File: src/rtl/tank_sim_if.sv
// tank_sim_if: controller-facing lines of the tank plant emulator.
interface tank_sim_if;
   logic       m1;
   logic       drain;
   logic       bounce_en;
   logic       e1;
   logic       e2;
   logic [7:0] level;
   logic       ovf;
   modport master (output m1, drain, bounce_en, input e1, e2, level, ovf);
   modport slave  (input m1, drain, bounce_en, output e1, e2, level, ovf);
endinterface

File: src/rtl/tank_sim.sv
// tank_sim: tank level plant with float-switch sensors and optional switch-bounce injection.
module tank_sim #(
   parameter int TICK_DIV   = 100,
   parameter int FILL_STEP  = 3,
   parameter int DRAIN_STEP = 1,
   parameter int LEVEL_MAX  = 255,
   parameter int LOW_MARK   = 64,
   parameter int HIGH_MARK  = 192,
   parameter int INIT_LEVEL = 128,
   parameter int BOUNCE_CYC = 20
) (
   input logic       clk,
   input logic       rst,
   tank_sim_if.slave bus
);
   localparam int PW = TICK_DIV > 1 ? $clog2(TICK_DIV) : 1;
   localparam int CW = BOUNCE_CYC > 1 ? $clog2(BOUNCE_CYC) : 1;
   localparam logic signed [9:0] LMAX = 10'(LEVEL_MAX);
   localparam logic [1:0] RAW_INIT = {1'(INIT_LEVEL < HIGH_MARK), 1'(INIT_LEVEL < LOW_MARK)};
   typedef enum logic {STABLE, BOUNCE} state_t;
   logic [PW-1:0]     r_pre;
   logic [7:0]        r_level;
   logic [7:0]        r_lfsr;
   logic              r_ovf;
   logic              w_tick;
   logic [9:0]        w_fill;
   logic [9:0]        w_drain;
   logic signed [9:0] w_sum;
   logic [7:0]        w_next;
   logic [1:0]        w_raw;
   logic [1:0]        w_e;
   assign w_tick  = r_pre == PW'(TICK_DIV - 1);
   assign w_fill  = bus.m1 ? 10'(FILL_STEP) : '0;
   assign w_drain = bus.drain ? 10'(DRAIN_STEP) : '0;
   // Modulo-1024 sum reinterpreted as signed covers -DRAIN_STEP..LEVEL_MAX+FILL_STEP.
   assign w_sum   = $signed({2'b00, r_level} + w_fill - w_drain);
   assign w_next  = w_sum < 0 ? 8'd0 : w_sum > LMAX ? LMAX[7:0] : w_sum[7:0];
   assign w_raw   = {r_level < 8'(HIGH_MARK), r_level < 8'(LOW_MARK)};
   always_ff @(posedge clk) begin
      if (rst) begin
         r_pre   <= '0;
         r_level <= 8'(INIT_LEVEL);
         r_ovf   <= 1'b0;
         r_lfsr  <= 8'hA5;
      end else begin
         r_pre  <= w_tick ? '0 : r_pre + 1'b1;
         r_lfsr <= {r_lfsr[6:0], r_lfsr[7] ^ r_lfsr[5] ^ r_lfsr[4] ^ r_lfsr[3]};
         if (w_tick) begin
            r_level <= w_next;
            r_ovf   <= r_ovf | (bus.m1 & (w_sum > LMAX));
         end
      end
   end
   genvar i;
   generate
      for (i = 0; i < 2; i++) begin : g_snr
         state_t        r_st;
         state_t        w_st_nxt;
         logic [CW-1:0] r_cnt;
         logic [CW-1:0] w_cnt_nxt;
         logic          r_raw_q;
         logic          r_e;
         logic          w_e_nxt;
         logic          w_chg;
         assign w_chg = w_raw[i] ^ r_raw_q;
         always_ff @(posedge clk) begin
            if (rst) begin
               r_st    <= STABLE;
               r_cnt   <= '0;
               r_raw_q <= RAW_INIT[i];
               r_e     <= RAW_INIT[i];
            end else begin
               r_st    <= w_st_nxt;
               r_cnt   <= w_cnt_nxt;
               r_raw_q <= w_raw[i];
               r_e     <= w_e_nxt;
            end
         end
         always_comb begin
            w_st_nxt  = !bus.bounce_en ? STABLE :
                        (w_chg || (r_st == BOUNCE && r_cnt != '0)) ? BOUNCE : STABLE;
            w_cnt_nxt = w_chg ? CW'(BOUNCE_CYC - 1) : r_cnt - 1'b1;
         end
         always_comb begin
            w_e_nxt = w_st_nxt == BOUNCE ? r_lfsr[i] : w_raw[i];
         end
         assign w_e[i] = r_e;
      end
   endgenerate
   assign bus.e1    = w_e[0];
   assign bus.e2    = w_e[1];
   assign bus.level = r_level;
   assign bus.ovf   = r_ovf;
endmodule
File: src/flat_wrapper.sv
// flat-port wrapper written by rule: the top's interface ports become plain ports
module tank_sim_flat 
#(
   parameter int TICK_DIV   = 100,
   parameter int FILL_STEP  = 3,
   parameter int DRAIN_STEP = 1,
   parameter int LEVEL_MAX  = 255,
   parameter int LOW_MARK   = 64,
   parameter int HIGH_MARK  = 192,
   parameter int INIT_LEVEL = 128,
   parameter int BOUNCE_CYC = 20
)
  (clk, rst, bus_m1, bus_drain, bus_bounce_en, bus_e1, bus_e2, bus_level, bus_ovf);
  tank_sim_if bus_i ();
  input logic clk;
  input logic rst;
  input wire logic [$bits(bus_i.m1)-1:0] bus_m1;
  input wire logic [$bits(bus_i.drain)-1:0] bus_drain;
  input wire logic [$bits(bus_i.bounce_en)-1:0] bus_bounce_en;
  output wire logic [$bits(bus_i.e1)-1:0] bus_e1;
  output wire logic [$bits(bus_i.e2)-1:0] bus_e2;
  output wire logic [$bits(bus_i.level)-1:0] bus_level;
  output wire logic [$bits(bus_i.ovf)-1:0] bus_ovf;
  assign bus_i.m1 = bus_m1;
  assign bus_i.drain = bus_drain;
  assign bus_i.bounce_en = bus_bounce_en;
  assign bus_e1 = bus_i.e1;
  assign bus_e2 = bus_i.e2;
  assign bus_level = bus_i.level;
  assign bus_ovf = bus_i.ovf;
  tank_sim #(.TICK_DIV(TICK_DIV), .FILL_STEP(FILL_STEP), .DRAIN_STEP(DRAIN_STEP), .LEVEL_MAX(LEVEL_MAX), .LOW_MARK(LOW_MARK), .HIGH_MARK(HIGH_MARK), .INIT_LEVEL(INIT_LEVEL), .BOUNCE_CYC(BOUNCE_CYC)) u_core (.clk(clk), .rst(rst), .bus(bus_i));
endmodule
File: config.mk
export PLATFORM = sky130hd
export DESIGN_NAME = tank_sim_flat
export DESIGN_NICKNAME = d
export VERILOG_FILES = /design/src/rtl/tank_sim_if.sv /design/src/rtl/tank_sim.sv /design/src/flat_wrapper.sv
export SDC_FILE = /design/constraint.sdc
export NUM_CORES = 1
export LEC_CHECK = 0
export ABC_CLOCK_PERIOD_IN_PS = 3200
export CAP_MARGIN = 40
export CORE_MARGIN = 2
export CORE_UTILIZATION = 40
export DETAILED_ROUTE_END_ITERATION = 10
export SETUP_SLACK_MARGIN = 0.02
export SYNTH_ARGS = -nofsm -noshare
export SYNTH_HDL_FRONTEND = slang
export SYNTH_SLANG_ARGS = --single-unit
File: constraint.sdc
create_clock -name clk -period 3.2 [get_ports clk]
set_input_delay 0.64 -clock clk [delete_from_list [all_inputs] [get_ports clk]]
set_output_delay 0.64 -clock clk [all_outputs]
set_load 0.05 [all_outputs]
==> reports/summary.md, run 1 <==
• complete, no violations — status
• 0 — global route total overflow
• dfxtp_1 — most instantiated flip-flop cell in the synthesis netlist
• 488 — filler instances
• 0.421 — Starting Density
• 0 — Final Max Tran Viols
• 0.507 ns — actual transition at the worst max-transition pin
• in2reg — Setup Crit Path Kind
• 12.2 um — Routed WL per cell
• 16 — io pins
• 0 ns — Post-Route Setup TNS
• 0 — Post-CTS Hold Buffers
• 6190 um — global-route wire length before repair
• 465 mW/mm^2 — power density of the placed cells
• 0.199 mV — worst vdd ir
• 0.09 ns — clock slew at reported path FFs
• 40 — number of clock sinks seen by CTS
• 0 — final number of hold-violating endpoints
• 0.445 ns — Worst Slack Setup Final
• u_core.bus.level[4]$_SDFFE_PP0P_ — FF-to-FF End
• 0.86 ns — setup slack, reg-to-reg
• 40 — number of storage elements in the synthesis netlist
• 3.37 ns — Worst EP required
• 0.363 GHz — Max Fclk
• 27 — pin count of the biggest net entering global routing
• 2.76 ns — final critical-path required period
• 241 — syn nets
• 0.395 — share of the synthesized area in the top cell type
• 0.927 nW — leakage power
• 75.2 um — Vert. Die Dim
• 0 — Post-synth EDFFs
• reg2reg — path class of the lowest-slack min-delay path
• 10 — cell count of the worst reg-to-reg path
• 0 — number of max-cap violations
• 1532 — total vias in the final route
• 75.2 um — die width
• 0.861 — final worst-path cycle share
• 0.00741 ns — post-route clock skew
• dfxtp_1 — largest area contributor in the synthesized netlist
• 0.00565 mm^2 — area of the die
• 0.118 ns — Setup WS pre-CTS
• u_core.r_lfsr[6]$_SDFF_PP0_ — Hold Path Origin
• 2770 um — Detail Placement HPWL
• yes — TritonCTS clock tree
• 0 — CTS resizes
• 0.00112 mm^2 — area of combinational cells with multiple inputs
• no — setup repair after global routing missed its margin
• clkbuf_8 — clk root buf
• 0 — Residual DRC
• 42 — distinct cell type count of the synthesized netlist
• 2 — CTS H-Tree Depth
• 5 — total CTS buffers
• 0 — FFs w/ async S/R, synth
• 0 — buffers inserted by post-CTS timing repair
• 0.00203 mm^2 — combined area of all synthesized cells
• 801 um^2 — sequential standard cell area
• 1408 — number of global-route vias before repair
• dfxtp_1 40%, ha_1 10%, xnor2_1 5.6% — leading cell types by total area after synthesis
• 0 — antenna diode count
• 0 — Post-DRT Antenna Nets
• input pin — critical path launch point type
• 0.142 — all-layer global routing usage
• 261 — nets
• 0.797 — global placer's final weighted congestion
• 2.93 ns — crit path DAT
• 0.493 — fin util
• 0 — number of antenna violations at the first check in global routing
• 0 — YS warnings
• 0.29 ns — Worst-Skew Late Latency
• 5.01 — post-detailed-route via-to-cell ratio
• 4 — Initial DRT Pass Iterations
• u_core.bus.level[0]$_SDFFE_PP0P_ — critical register-to-register path startpoint
• u_core.r_lfsr[7]$_SDFF_PP1_ — endpoint with the worst hold slack
• 0.00482 mm^2 — area of the placeable core
• 0.661 — worst slew margin relative to its limit
• 0 — setup-violating endpoint count in the final report
• 218 — Cells after Synth
• flop — endpoint kind of the worst setup timing path
• 25 — number of rows in the core area
• bus_m1 — critical path launch point
• 9.30 um^2 — post-synthesis average cell area
• 2 — Clock Path Buffers
• 15 — buffers added on ports
• 17.2% — relative area change from synthesis to final layout
• 33 — count of routing violations after the opening detailed-route iteration
• 0.395 — proportion of synthesized chip area in sequential cells
• 0.0879 — fraction of layout instances using a drive strength above 1
• 3740 um — total routed wirelength
• 9 — Max FO, Critical Path
• 1 — hold-critical path depth
-- cell usage after synthesis (2+ instances only) --
library cell	instances
a211o_1	2
a211oi_1	3
a21boi_0	2
a21o_1	4
a21oi_1	11
a31oi_1	7
clkbuf_1	3
dfxtp_1	40
ha_1	17
inv_1	23
mux2i_1	2
nand2_1	6
nand2b_1	4
nand3_1	7
nor2_1	17
nor2b_1	7
nor3_1	7
nor3b_1	3
o211ai_1	2
o21ai_0	4
o22ai_1	5
or2_2	4
xnor2_1	13
xor2_1	7
-- worst max-delay path: stages --
cell,delay [ns]
clkdlybuf4s50_1,0.48
inv_1,0.06
ha_1,0.26
inv_1,0.06
ha_1,0.31
a211oi_1,0.42
o2111ai_2,0.23
nand4b_4,0.20
o32a_1,0.18
o21ai_1,0.07
-- stage by stage --
stage          power, W  cell area (um^2)  std cells  hold slack [ns]
6_report        0.00110              2380        306            0.406
3_5_place_dp   0.000700              2260        298            0.396
5_1_grt         0.00117              2380        306            0.443
3_3_place_gp   0.000697              2260        298            0.390
4_1_cts         0.00112              2380        306            0.410
2_1_floorplan  0.000671              2030        218            0.389
-- worst max-delay path by stage --
| stage | to | slack, ns | depth (start not counted) |
|---|---|---|---|
| final | u_core.bus.level[6]$_SDFFE_PP0P_ | 0.44 | 10 |
| after global routing | u_core.bus.level[6]$_SDFFE_PP0P_ | 0.29 | 10 |
| after CTS | u_core.bus.level[6]$_SDFFE_PP0P_ | 0.43 | 10 |
| after detailed placement | u_core.bus.level[6]$_SDFFE_PP0P_ | 0.12 | 10 |
| after global placement | u_core.bus.level[6]$_SDFFE_PP0P_ | 0.11 | 10 |
| after floorplan | u_core.bus.ovf$_SDFFE_PP0P_ | 0.65 | 10 |
-- registers in the layout, summed over array words and instances (netlist names), 2 cells and up --
name and flops:
u_core.bus.level 8, u_core.g_snr.r_cnt 10, u_core.g_snr.r_raw_q 2, u_core.g_snr.r_st 2
u_core.r_lfsr 8, u_core.r_pre 7
-- metal layers --
metal | GRT usage | part of all wire
met2 | 0.231 | 0.45
met3 | 0.0335 | 0.024
met1 | 0.189 | 0.52
met4 | 0.0409 | 0.011
met5 | 0 | 0
-- where the power goes --
group          leakage [nW]  internal, W  switching [W]  total, W
clock                0.0548     0.000235       0.000183  0.000418
sequential            0.328     0.000533      0.0000211  0.000554
combinational         0.544    0.0000669      0.0000654  0.000132
-- cell families after synthesis --
kind of cell	after synthesis	share of synthesized area
AOI/OAI and AO/OA	50	0.173
xor gates and xnor gates	20	0.0864
adders and majority gates	18	0.115
buffers and inverters	27	0.0500
DFF	40	0.395
muxes	2	0.00988
and+or+nand+nor	61	0.170
-- area by class of cell --
| type | instances | area share |
|---|---|---|
| sequential | 40 | 0.337 |
| clock inverter | 3 | 0.0195 |
| timing repair buffer | 17 | 0.0695 |
| multi-input combinational | 151 | 0.473 |
| tap | 67 | 0.0353 |
| clock buffer | 5 | 0.0290 |
| inverter | 23 | 0.0363 |
-- cell usage in the layout, fill, tap and decap left out, types with 2 or more instances in the layout --
master           Yosys  layout
dfxtp_1             40      40
inv_1               23      23
nor2_1              17      17
ha_1                17      17
clkdlybuf4s50_1      0      15
xnor2_1             13      13
a21oi_1             11      11
nor3_1               7       7
a31oi_1              7       7
xor2_1               7       7
nor2b_1              7       7
nand3_1              7       7
nand2_1              6       6
o22ai_1              5       5
clkbuf_8             0       5
o21ai_0              4       4
a21o_1               4       4
nand2b_1             4       4
or2_2                4       4
a211oi_1             3       3
nor3b_1              3       3
mux2i_1              2       2
o211ai_1             2       2
a211o_1              2       2
a21boi_0             2       2
buf_4                0       2
Power figures use the tool's default switching activity.
==> run 2, diff against run 1 <==
--- a/config.mk
+++ b/config.mk
@@ -11,6 +11,7 @@
 export CORE_UTILIZATION = 40
 export DETAILED_ROUTE_END_ITERATION = 10
 export SETUP_SLACK_MARGIN = 0.02
+export SLEW_MARGIN = 20
 export SYNTH_ARGS = -nofsm -noshare
 export SYNTH_HDL_FRONTEND = slang
 export SYNTH_SLANG_ARGS = --single-unit
==> results of run 2 <==
Same layout as run 1: the final DEF is identical, and so are final timing and power.
==> run 3, diff against run 2 <==
--- a/config.mk
+++ b/config.mk
@@ -11,6 +11,7 @@
 export CORE_UTILIZATION = 40
 export DETAILED_ROUTE_END_ITERATION = 10
 export SETUP_SLACK_MARGIN = 0.02
+export SKIP_CTS_REPAIR_TIMING = 1
 export SLEW_MARGIN = 20
 export SYNTH_ARGS = -nofsm -noshare
 export SYNTH_HDL_FRONTEND = slang
==> results of run 3 <==
Same layout as run 1: the final DEF is identical, and so are final timing and power.
